$ cat config.mk
export PLATFORM = sky130hd
export DESIGN_NAME = fifo_read_serializer
export DESIGN_NICKNAME = d
export VERILOG_FILES = /design/src/rtl/fifo_read_serializer_pkg.sv /design/src/rtl/fifo_read_serializer.sv
export SDC_FILE = /design/constraint.sdc
export NUM_CORES = 1
export LEC_CHECK = 0
export BUFFER_PORTS_ARGS = -buffer_cell sky130_fd_sc_hd__buf_2
export CORE_ASPECT_RATIO = 0.5
export CORE_MARGIN = 4
export CORE_UTILIZATION = 45
export CTS_CLUSTER_DIAMETER = 50
export DETAILED_ROUTE_END_ITERATION = 10
export HOLD_SLACK_MARGIN = 0.15
export PLACE_DENSITY = 0.8
export SLEW_MARGIN = 0
export SYNTH_ARGS = -nofsm -noshare
export SYNTH_HDL_FRONTEND = slang
export SYNTH_SLANG_ARGS = --single-unit
$ cat constraint.sdc
create_clock -name clock -period 3.8 [get_ports clock]
set_input_delay 0.76 -clock clock [delete_from_list [all_inputs] [get_ports clock]]
set_output_delay 0.76 -clock clock [all_outputs]
set_load 0.01 [all_outputs]
$ cat src/rtl/fifo_read_serializer_pkg.sv
// Shared types and helpers for the FIFO read-side word-to-beat serializer.
// Holds the two-state load flag encoding and the beat-index width calculation.
package fifo_read_serializer_pkg;

    typedef enum logic [0:0] {
        EMPTY  = 1'b0,
        LOADED = 1'b1
    } state_t;

    function automatic int beat_idx_w(input int ratio);
        return $clog2(ratio);
    endfunction

endpackage

$ cat src/rtl/fifo_read_serializer.sv
// Pops FWFT FIFO words and emits RATIO beats LSB-chunk first; 1 cycle fill latency, 1 beat/cycle steady.
// Holds beat and defers the next pop while out_ready=0; out_last exists only with FIFO_READ_SERIALIZER_LAST_EN.
module fifo_read_serializer
    import fifo_read_serializer_pkg::*;
#(
    parameter int WIDTH = 32,
    parameter int RATIO = 4
) (
    input  logic                     clock,
    input  logic                     reset,
    input  logic                     fifo_empty,
    output logic                     fifo_read_enable,
    input  logic [WIDTH-1:0]         fifo_read_data,
    output logic                     out_valid,
    input  logic                     out_ready,
`ifdef FIFO_READ_SERIALIZER_LAST_EN
    output logic                     out_last,
`endif
    output logic [WIDTH/RATIO-1:0]   out_data
);

    localparam int BEAT_WIDTH = WIDTH / RATIO;
    localparam int CW         = beat_idx_w(RATIO);
    localparam logic [CW-1:0] LAST_IDX = CW'(RATIO - 1);

    if (RATIO < 2) begin : g_bad_ratio
        $error("fifo_read_serializer: RATIO must be at least 2");
    end
    if (WIDTH % RATIO != 0) begin : g_bad_width
        $error("fifo_read_serializer: WIDTH must be a multiple of RATIO");
    end

    state_t           r_state;
    logic [CW-1:0]    r_count;
    logic [WIDTH-1:0] r_word_buffer;

    logic w_loaded;
    logic w_accept;
    logic w_final_beat;
    logic w_pop;

    assign w_loaded     = (r_state == LOADED);
    assign w_accept     = w_loaded && out_ready;
    assign w_final_beat = (r_count == LAST_IDX);

    // Reload on the same edge as the final beat so consecutive words run without a bubble.
    assign w_pop = !reset && !fifo_empty && (!w_loaded || (w_accept && w_final_beat));

    always_ff @(posedge clock or posedge reset) begin
        if (reset) begin
            r_state       <= EMPTY;
            r_count       <= '0;
            r_word_buffer <= '0;
        end else if (w_pop) begin
            r_state       <= LOADED;
            r_count       <= '0;
            r_word_buffer <= fifo_read_data;
        end else if (w_accept) begin
            if (w_final_beat) begin
                r_state <= EMPTY;
                r_count <= '0;
            end else begin
                r_count <= r_count + CW'(1);
            end
        end
    end

    assign fifo_read_enable = w_pop;
    assign out_valid        = w_loaded;
    assign out_data         = r_word_buffer[r_count*BEAT_WIDTH +: BEAT_WIDTH];

`ifdef FIFO_READ_SERIALIZER_LAST_EN
    assign out_last = w_loaded && w_final_beat;
`endif

endmodule

==> results of run 1 <==
[layout make-up]
class	instances	area (um^2)	area share, %
clock buffer	7	76.3	4.05
clock inverter	1	5.00	0.265
inverter	1	3.75	0.199
multi-input combinational	54	634	33.6
sequential	35	876	46.4
tap	40	50.0	2.65
timing repair buffer	47	240	12.7
[per-stage QoR]
stage,setup slack (ps),cell area [um^2],hold WS (ps),std cells,total power [mW]
2_1_floorplan,1660,1560,452,95,1.10
3_3_place_gp,1540,1800,470,177,1.24
3_5_place_dp,1500,1800,472,177,1.28
4_1_cts,1200,1890,487,185,1.54
5_1_grt,1070,1890,498,185,1.62
6_report,1250,1890,482,185,1.51
[registers in the layout, indices dropped and copies added (netlist names)]
signal / count
r_word_buffer: 32
r_count: 2
out_valid: 1
[worst max-delay path, cell delays in order, from the launching register on]
cell,delay [ps]
dfrtp_1,740
ha_1,300
nand2_1,120
a21oi_4,190
buf_2,160
[kinds of logic after synthesis]
| group | synth area share [%] |
|---|---|
| mux | 34.7 |
| buf+inv | 2.97 |
| compound gates | 2.81 |
| fa+ha+maj | 0.804 |
| simple gates | 2.41 |
| flops | 56.3 |
[per-layer routing]
metal,GRT usage [%],vias up
met5,0,-
met4,7.50,0
met3,3.95,5
met2,24.4,20
met1,19.3,466
li1,-,448
[report_power, final]
| part | internal (mW) | leakage [nW] | switching, mW | total, mW |
|---|---|---|---|---|
| clock network | 0.128 | 0.0422 | 0.123 | 0.251 |
| logic | 0.363 | 0.410 | 0.195 | 0.559 |
| registers | 0.558 | 0.420 | 0.147 | 0.705 |
[layout by cell type (no fill, tap or decap), drive strengths merged]
cell and count:
a21oi 3, nor2 2, ha 1, clkbuf 7, a32o 1, dfrtp 35, nor3 1, clkinv 1
mux4 8, or2 1, mux2 32, nand3 1, buf 47, nand2 3, a21o 1, inv 1
[path summary, 6_finish.rpt]
| path | startpoint | endpoint | slack, ps | cells past startpoint |
|---|---|---|---|---|
| max in group asynchronous | reset | r_word_buffer[3] | 2650 | 3 |
| min | r_word_buffer[18] | r_word_buffer[18] | 480 | 1 |
| max | r_count[0] | fifo_read_enable | 1250 | 4 |
| min reg2reg | r_word_buffer[18] | r_word_buffer[18] | 480 | 1 |
| max reg2reg | r_count[0] | r_word_buffer[22] | 1530 | 5 |
| min in group asynchronous | reset | r_word_buffer[17] | 490 | 2 |
==> out/results.tsv, run 1 <==
metric	value	unit
core_region_area	0.00315	mm^2
synth_flop_cell	dfrtp_1	
wl_met1	1320	um
finalHoldViolations	0	
cp.required	3040	ps
powerDensity	803	mW/mm^2
utilization	59.8	%
synthesis.nets	132	
first_pass_iters	4	
cts_root_buffer	clkbuf_8	
place_congestion	0.662	
slew_headroom	58.5	%
die-height	49.6	um
nets	181	
drcViolationCount	0	
start_kind	flip-flop	
drt_iter0_drc	24	
setup_tns	0	ps
clk_pin_slew	60	ps
synth_common_cells	dfrtp_1 (35), mux2_2 (31), mux4_2 (8), buf_6 (3), nand2_1 (3)	
drv_slew	0	
peakVddDrop	327	uV
grt_pass1_wl	5150	um
post-cts-setup-buffers	0	
synth_most_common_cell	dfrtp_1	
crit_type	reg2out	
worst_setup_path_end_kind	primary output	
std_cell_rows	14	
ys_ff_latch	35	
arrival	1790	ps
drv_cap	0	
htreeDepth	2	
start_util	49.4	%
synthArstFlopShare	100	%
netlist_instances	95	
cts_hold_buf	0	
timing_worst_slew_pin_value	623	ps
area_growth	21.1	%
die-area	0.00452	mm^2
finalSetupViolations	0	
status	finished, final reports clean	
synth_edf_count	0	
insertedDiodeCount	0	
die_w	91.2	um
synth.yosys.seq_area_share	56.3	%
num_vias	939	
cts_tree	built	
ant_nets	0	
synth_top_area_share	56.3	%
period_needed	2550	ps
port_buffers	45	
finClkSkew	5.52	ps
grt_max_degree	33	
wl_met3	121	um
clk_latency	280	ps
post_synth_num_cell_types	18	
vias_per_cell	5.08	
clock-sinks	35	
netlist_area	0.00156	mm^2
leakage	0.872	nW
track_usage	15.2	%
yosysWarningCount	0	
cts_made_buffers	5	
critPathMaxFanout	11	
min_path_type	reg2reg	
syn_area_per_cell	16.4	um^2
cts_buffer_depth	2	
cts-resized-gates	0	
routed.top_layer	met4	
synth_area_leader_cell	dfrtp_1	
drive_above_1_share	64.8	%
min_period_over_period	67.1	%
pin_count	46	
wl_met2	1550	um
rsz0062_at_grt	false	
overflow	0	
antenna_found_initial	0	
wl_per_cell	16.4	um
grt_pass1_vias	1040	
hpwl	2280	um
fmax	0.392	GHz
synthTopCellsByArea	dfrtp_1 (56%), mux2_2 (22%), mux4_2 (12%)	
fillCellCount	256	
drt-total-wl	3040	um
Power figures use the tool's default switching activity.
==> run 2, diff against run 1 <==
PLACE_DENSITY = 0.83   (was 0.8)
clock period = 2.24 ns   (was 3.8 ns; I/O delays follow)
==> out/results.tsv, run 2 (synthesized netlist as in run 1, its figures left out) <==
metric	value	unit	change
port_buffers	45		unchanged
std_cell_rows	14		unchanged
cpPeakStageDelay	520	ps	-220 ps
arrival	1630	ps	-160 ps
grt_max_degree	36		+9.1%
nets	184		+1.7%
peakVddDrop	492	uV	+50%
place_congestion	0.784		+18%
first_pass_iters	4		unchanged
die-area	0.00452	mm^2	unchanged
leakage	0.897	nW	+2.8%
slew_headroom	70.6	%	+12 points
drt-total-wl	2990	um	-1.5%
wl_per_cell	15.9	um	-3.1%
fillCellCount	244		-4.7%
status	finished, final reports clean		
overflow	0		unchanged
cp.required	1790	ps	-1250 ps
top_register	r_word_buffer		
worst_setup_path_end_kind	primary output		
grt_pass1_wl	4980	um	-3.4%
cts_tree	built		
period_needed	2080	ps	
critPathMaxFanout	7		-4
cts_root_buffer	clkbuf_8		
cts_buffer_depth	2		unchanged
clock-sinks	35		unchanged
final_common_cell	buf_2		
crit_type	reg2out		
hpwl	2280	um	-0.12%
powerDensity	1380	mW/mm^2	+72%
die_w	91.2	um	unchanged
antenna_found_initial	0		unchanged
area_growth	23.8	%	
fin_total_pwr	2.66	mW	+76%
utilization	61.1	%	+1.3 points
cts_made_buffers	5		unchanged
drcViolationCount	0		unchanged
grt_pass1_vias	1053		+1.3%
post-cts-setup-buffers	0		unchanged
min_period_over_period	92.8	%	
cts-resized-gates	0		unchanged
ff2ff_path_depth	5		unchanged
setup_tns	0	ps	unchanged
cts_hold_buf	0		unchanged
pin_count	46		unchanged
rsz0062_at_grt	false		
vias_per_cell	5.41		+6.7%
num_vias	1018		+8.4%
start_kind	flip-flop		
timing_worst_slew_pin_value	441	ps	-182 ps
drv_cap	0		unchanged
ant_nets	0		unchanged
final_cell_area	0.00193	mm^2	+2.2%
min_path_type	in2async		
core_region_area	0.00315	mm^2	unchanged
htreeDepth	2		unchanged
finClkSkew	4.12	ps	-1.40 ps
track_usage	14.2	%	-0.96 points
drive_above_1_share	66.2	%	+1.4 points
path_cells	buf_4, mux4_2, buf_2		
finalSetupViolations	0		unchanged
fin_hold_ws	288	ps	-194 ps
drv_slew	0		unchanged
mostFrequentLayoutCells	buf_2 (45), dfrtp_1 (35), mux2_2 (31)		
die-height	49.6	um	unchanged
clk_pin_slew	60	ps	about the same
placed_area	0.00183	mm^2	+1.2%
finalHoldViolations	0		unchanged
clk_latency	280	ps	about the same
largest_reg_flops	32		unchanged
slowest_stage	mux4_2		
fmax	0.481	GHz	
start_util	49.4	%	unchanged
insertedDiodeCount	0		unchanged
drt_iter0_drc	54		+130%
[run 2: cell count changes in the layout (fill, tap and decap cells not counted), sizes merged]
cell | previous run | this run
buf | 47 | 50
clkbuf | 7 | 8
clkinv | 1 | 0
[run 2: area by class of cell]
type	count	area, um^2	share of cell area, %
Clock buffer	8	100	5.19
Tap cell	40	50.0	2.60
Multi-Input combinational cell	54	634	32.9
Sequential cell	35	876	45.5
Inverter	1	3.75	0.195
Timing Repair Buffer	50	263	13.6
[run 2: final timing paths]
path	start	to	slack (ps)
setup / recovery	r_count[0]	out_data[1]	160
hold / removal	reset	out_valid	290
setup reg to reg	r_count[0]	r_word_buffer[10]	480
hold reg to reg	r_word_buffer[18]	r_word_buffer[18]	500
max in group asynchronous	reset	r_word_buffer[15]	1640
min in group clock	fifo_read_data[18]	r_word_buffer[18]	390
[run 2: layer usage]
layer  global-route usage, %  part of all wire [%]  up-vias
li1                        -                     -      454
met1                    17.2                    43      520
met2                    24.2                    52       36
met3                    4.41                   4.4        8
met4                    5.25                   1.1        0
met5                       0                     0        -
[run 2: stage by stage]
step | cells | setup slack (ps)
global route | 188 | 72.6
floorplan | 95 | 645
detailed placement | 180 | 461
CTS | 188 | 135
global placement | 180 | 483
finish | 188 | 160
[run 2: where the power goes]
group	switching [mW]	total (mW)	internal, mW
logic	0.402	1.04	0.641
clock network	0.211	0.491	0.280
registers	0.181	1.13	0.948
[run 2: critical path, delay by kind of cell (launching register included)]
| family | cells | cell delay, ps |
|---|---|---|
| muxes | 1 | 520 |
| DFF | 1 | 430 |
| buffers and inverters | 2 | 400 |
==> run 3, diff against run 2 <==
CORE_UTILIZATION = 40   (was 45)
PLACE_DENSITY = 0.76   (was 0.83)
==> out/results.tsv, run 3 (synthesized netlist as in run 1, its figures left out) <==
metric	value	unit	change
status	finished, final reports clean		
critPathMaxFanout	5		-2
hpwl	2350	um	+3.3%
overflow	0		unchanged
drv_cap	0		unchanged
min_path_type	in2async		
drt-total-wl	3050	um	+1.9%
final_common_cell	buf_2		
ant_nets	0		unchanged
cts_root_buffer	clkbuf_8		
gr-usage-met2	22.7	%	-1.5 points
setup_tns	0	ps	unchanged
rsz0062_at_grt	false		
cts_made_buffers	5		unchanged
finClkSkew	8.14	ps	+4.02 ps
die_w	96.2	um	+5.5%
fin_total_pwr	2.74	mW	+3.0%
grtUsageMet1	16.0	%	-1.1 points
drcViolationCount	0		unchanged
wl_per_cell	15.3	um	-4.2%
grt_pass1_wl	4950	um	-0.54%
num_vias	972		-4.5%
finalSetupViolations	0		unchanged
vias_per_cell	4.86		-10%
crit_family	multiplexers		
drt_iter0_drc	32		-41%
worst_setup_path_end_kind	primary output		
drive_above_1_share	67.1	%	+0.90 points
pin_count	46		unchanged
port_buffers	45		unchanged
top_usage_layer	met2		
core_region_area	0.00358	mm^2	+14%
powerDensity	1400	mW/mm^2	+1.2%
cts_hold_buf	0		unchanged
cpPeakStageDelay	510	ps	about the same
die-height	52.1	um	+5.1%
clock-sinks	35		unchanged
clk_latency	290	ps	about the same
drv_slew	0		unchanged
htreeDepth	2		unchanged
min_period_over_period	89.3	%	-3.5 points
start_util	43.4	%	-5.9 points
clk_pin_slew	70	ps	about the same
antenna_found_initial	0		unchanged
timing_worst_slew_pin_value	431	ps	-9.34 ps
largest_reg_flops	32		unchanged
die-area	0.00501	mm^2	+11%
slew_headroom	71.2	%	+0.62 points
fin_hold_ws	275	ps	-12.2 ps
cts-resized-gates	0		unchanged
crit_type	reg2out		
insertedDiodeCount	0		unchanged
path_buf_inv	2		unchanged
arrival	1550	ps	-80 ps
r2r_slack	540	ps	+60 ps
start_kind	flip-flop		
finalHoldViolations	0		unchanged
cts_tree	built		
period_needed	2000	ps	-79.2 ps
grt_max_degree	36		unchanged
place_congestion	0.670		-15%
cts_buffer_depth	2		unchanged
std_cell_rows	15		+1
fmax	0.500	GHz	+4.0%
nets	185		+0.54%
first_pass_iters	4		unchanged
mostFrequentLayoutCells	buf_2 (45), dfrtp_1 (35), mux2_2 (31)		
track_usage	13.7	%	-0.50 points
leakage	0.908	nW	+1.3%
cp.required	1790	ps	about the same
slowest_stage	mux4_2		
area_growth	26.0	%	
peakVddDrop	434	uV	-12%
grt_pass1_vias	1051		-0.19%
top_register	r_word_buffer		
use_met3	3.90	%	-0.51 points
post-cts-setup-buffers	0		unchanged
path_cells	buf_4, mux4_2, buf_2		
==> run 3: final cells by class <==
type                            instances  area [um^2]
Multi-Input combinational cell         54          634
Tap cell                               51         63.8
Fill cell                             310         1620
Clock buffer                            5         68.8
Sequential cell                        35          876
Timing Repair Buffer                   51          270
Inverter                                1         3.75
Clock inverter                          3         43.8
==> run 3: metal layers <==
metal	routed length, um	vias to the layer above
li1	-	456
met1	1270	491
met2	1610	19
met3	124	6
met4	50	0
met5	0	-
==> run 3: tightest hold or removal path, cell delays in order <==
cell and delay [ps]:
buf_2 120, inv_1 50, buf_4 370
==> run 3: report_power, final <==
part | internal (mW) | leakage, nW | switching [mW]
registers | 0.948 | 0.420 | 0.179
clock network | 0.331 | 0.0581 | 0.226
logic | 0.653 | 0.430 | 0.407
total | 1.93 | 0.908 | 0.812
==> run 3: worst paths after layout <==
check / cells after the start / to / start
max: 3 / out_data[1] / r_count[0]
min: 3 / r_word_buffer[31] / reset
max reg2reg: 5 / r_word_buffer[0] / r_count[0]
min reg2reg: 1 / r_word_buffer[22] / r_word_buffer[22]
max in group asynchronous: 3 / r_word_buffer[12] / reset
min in group clock: 2 / r_word_buffer[18] / fifo_read_data[18]
==> run 3: stage by stage <==
step | instances | cell area (um^2) | setup slack, ps | util (%)
floorplan | 95 | 1560 | 645 | -
global placement | 192 | 1850 | 519 | 51.6
detailed placement | 192 | 1850 | 475 | 51.6
CTS | 200 | 1960 | 217 | 54.7
global route | 200 | 1960 | 170 | 54.7
finish | 200 | 1960 | 239 | 54.7
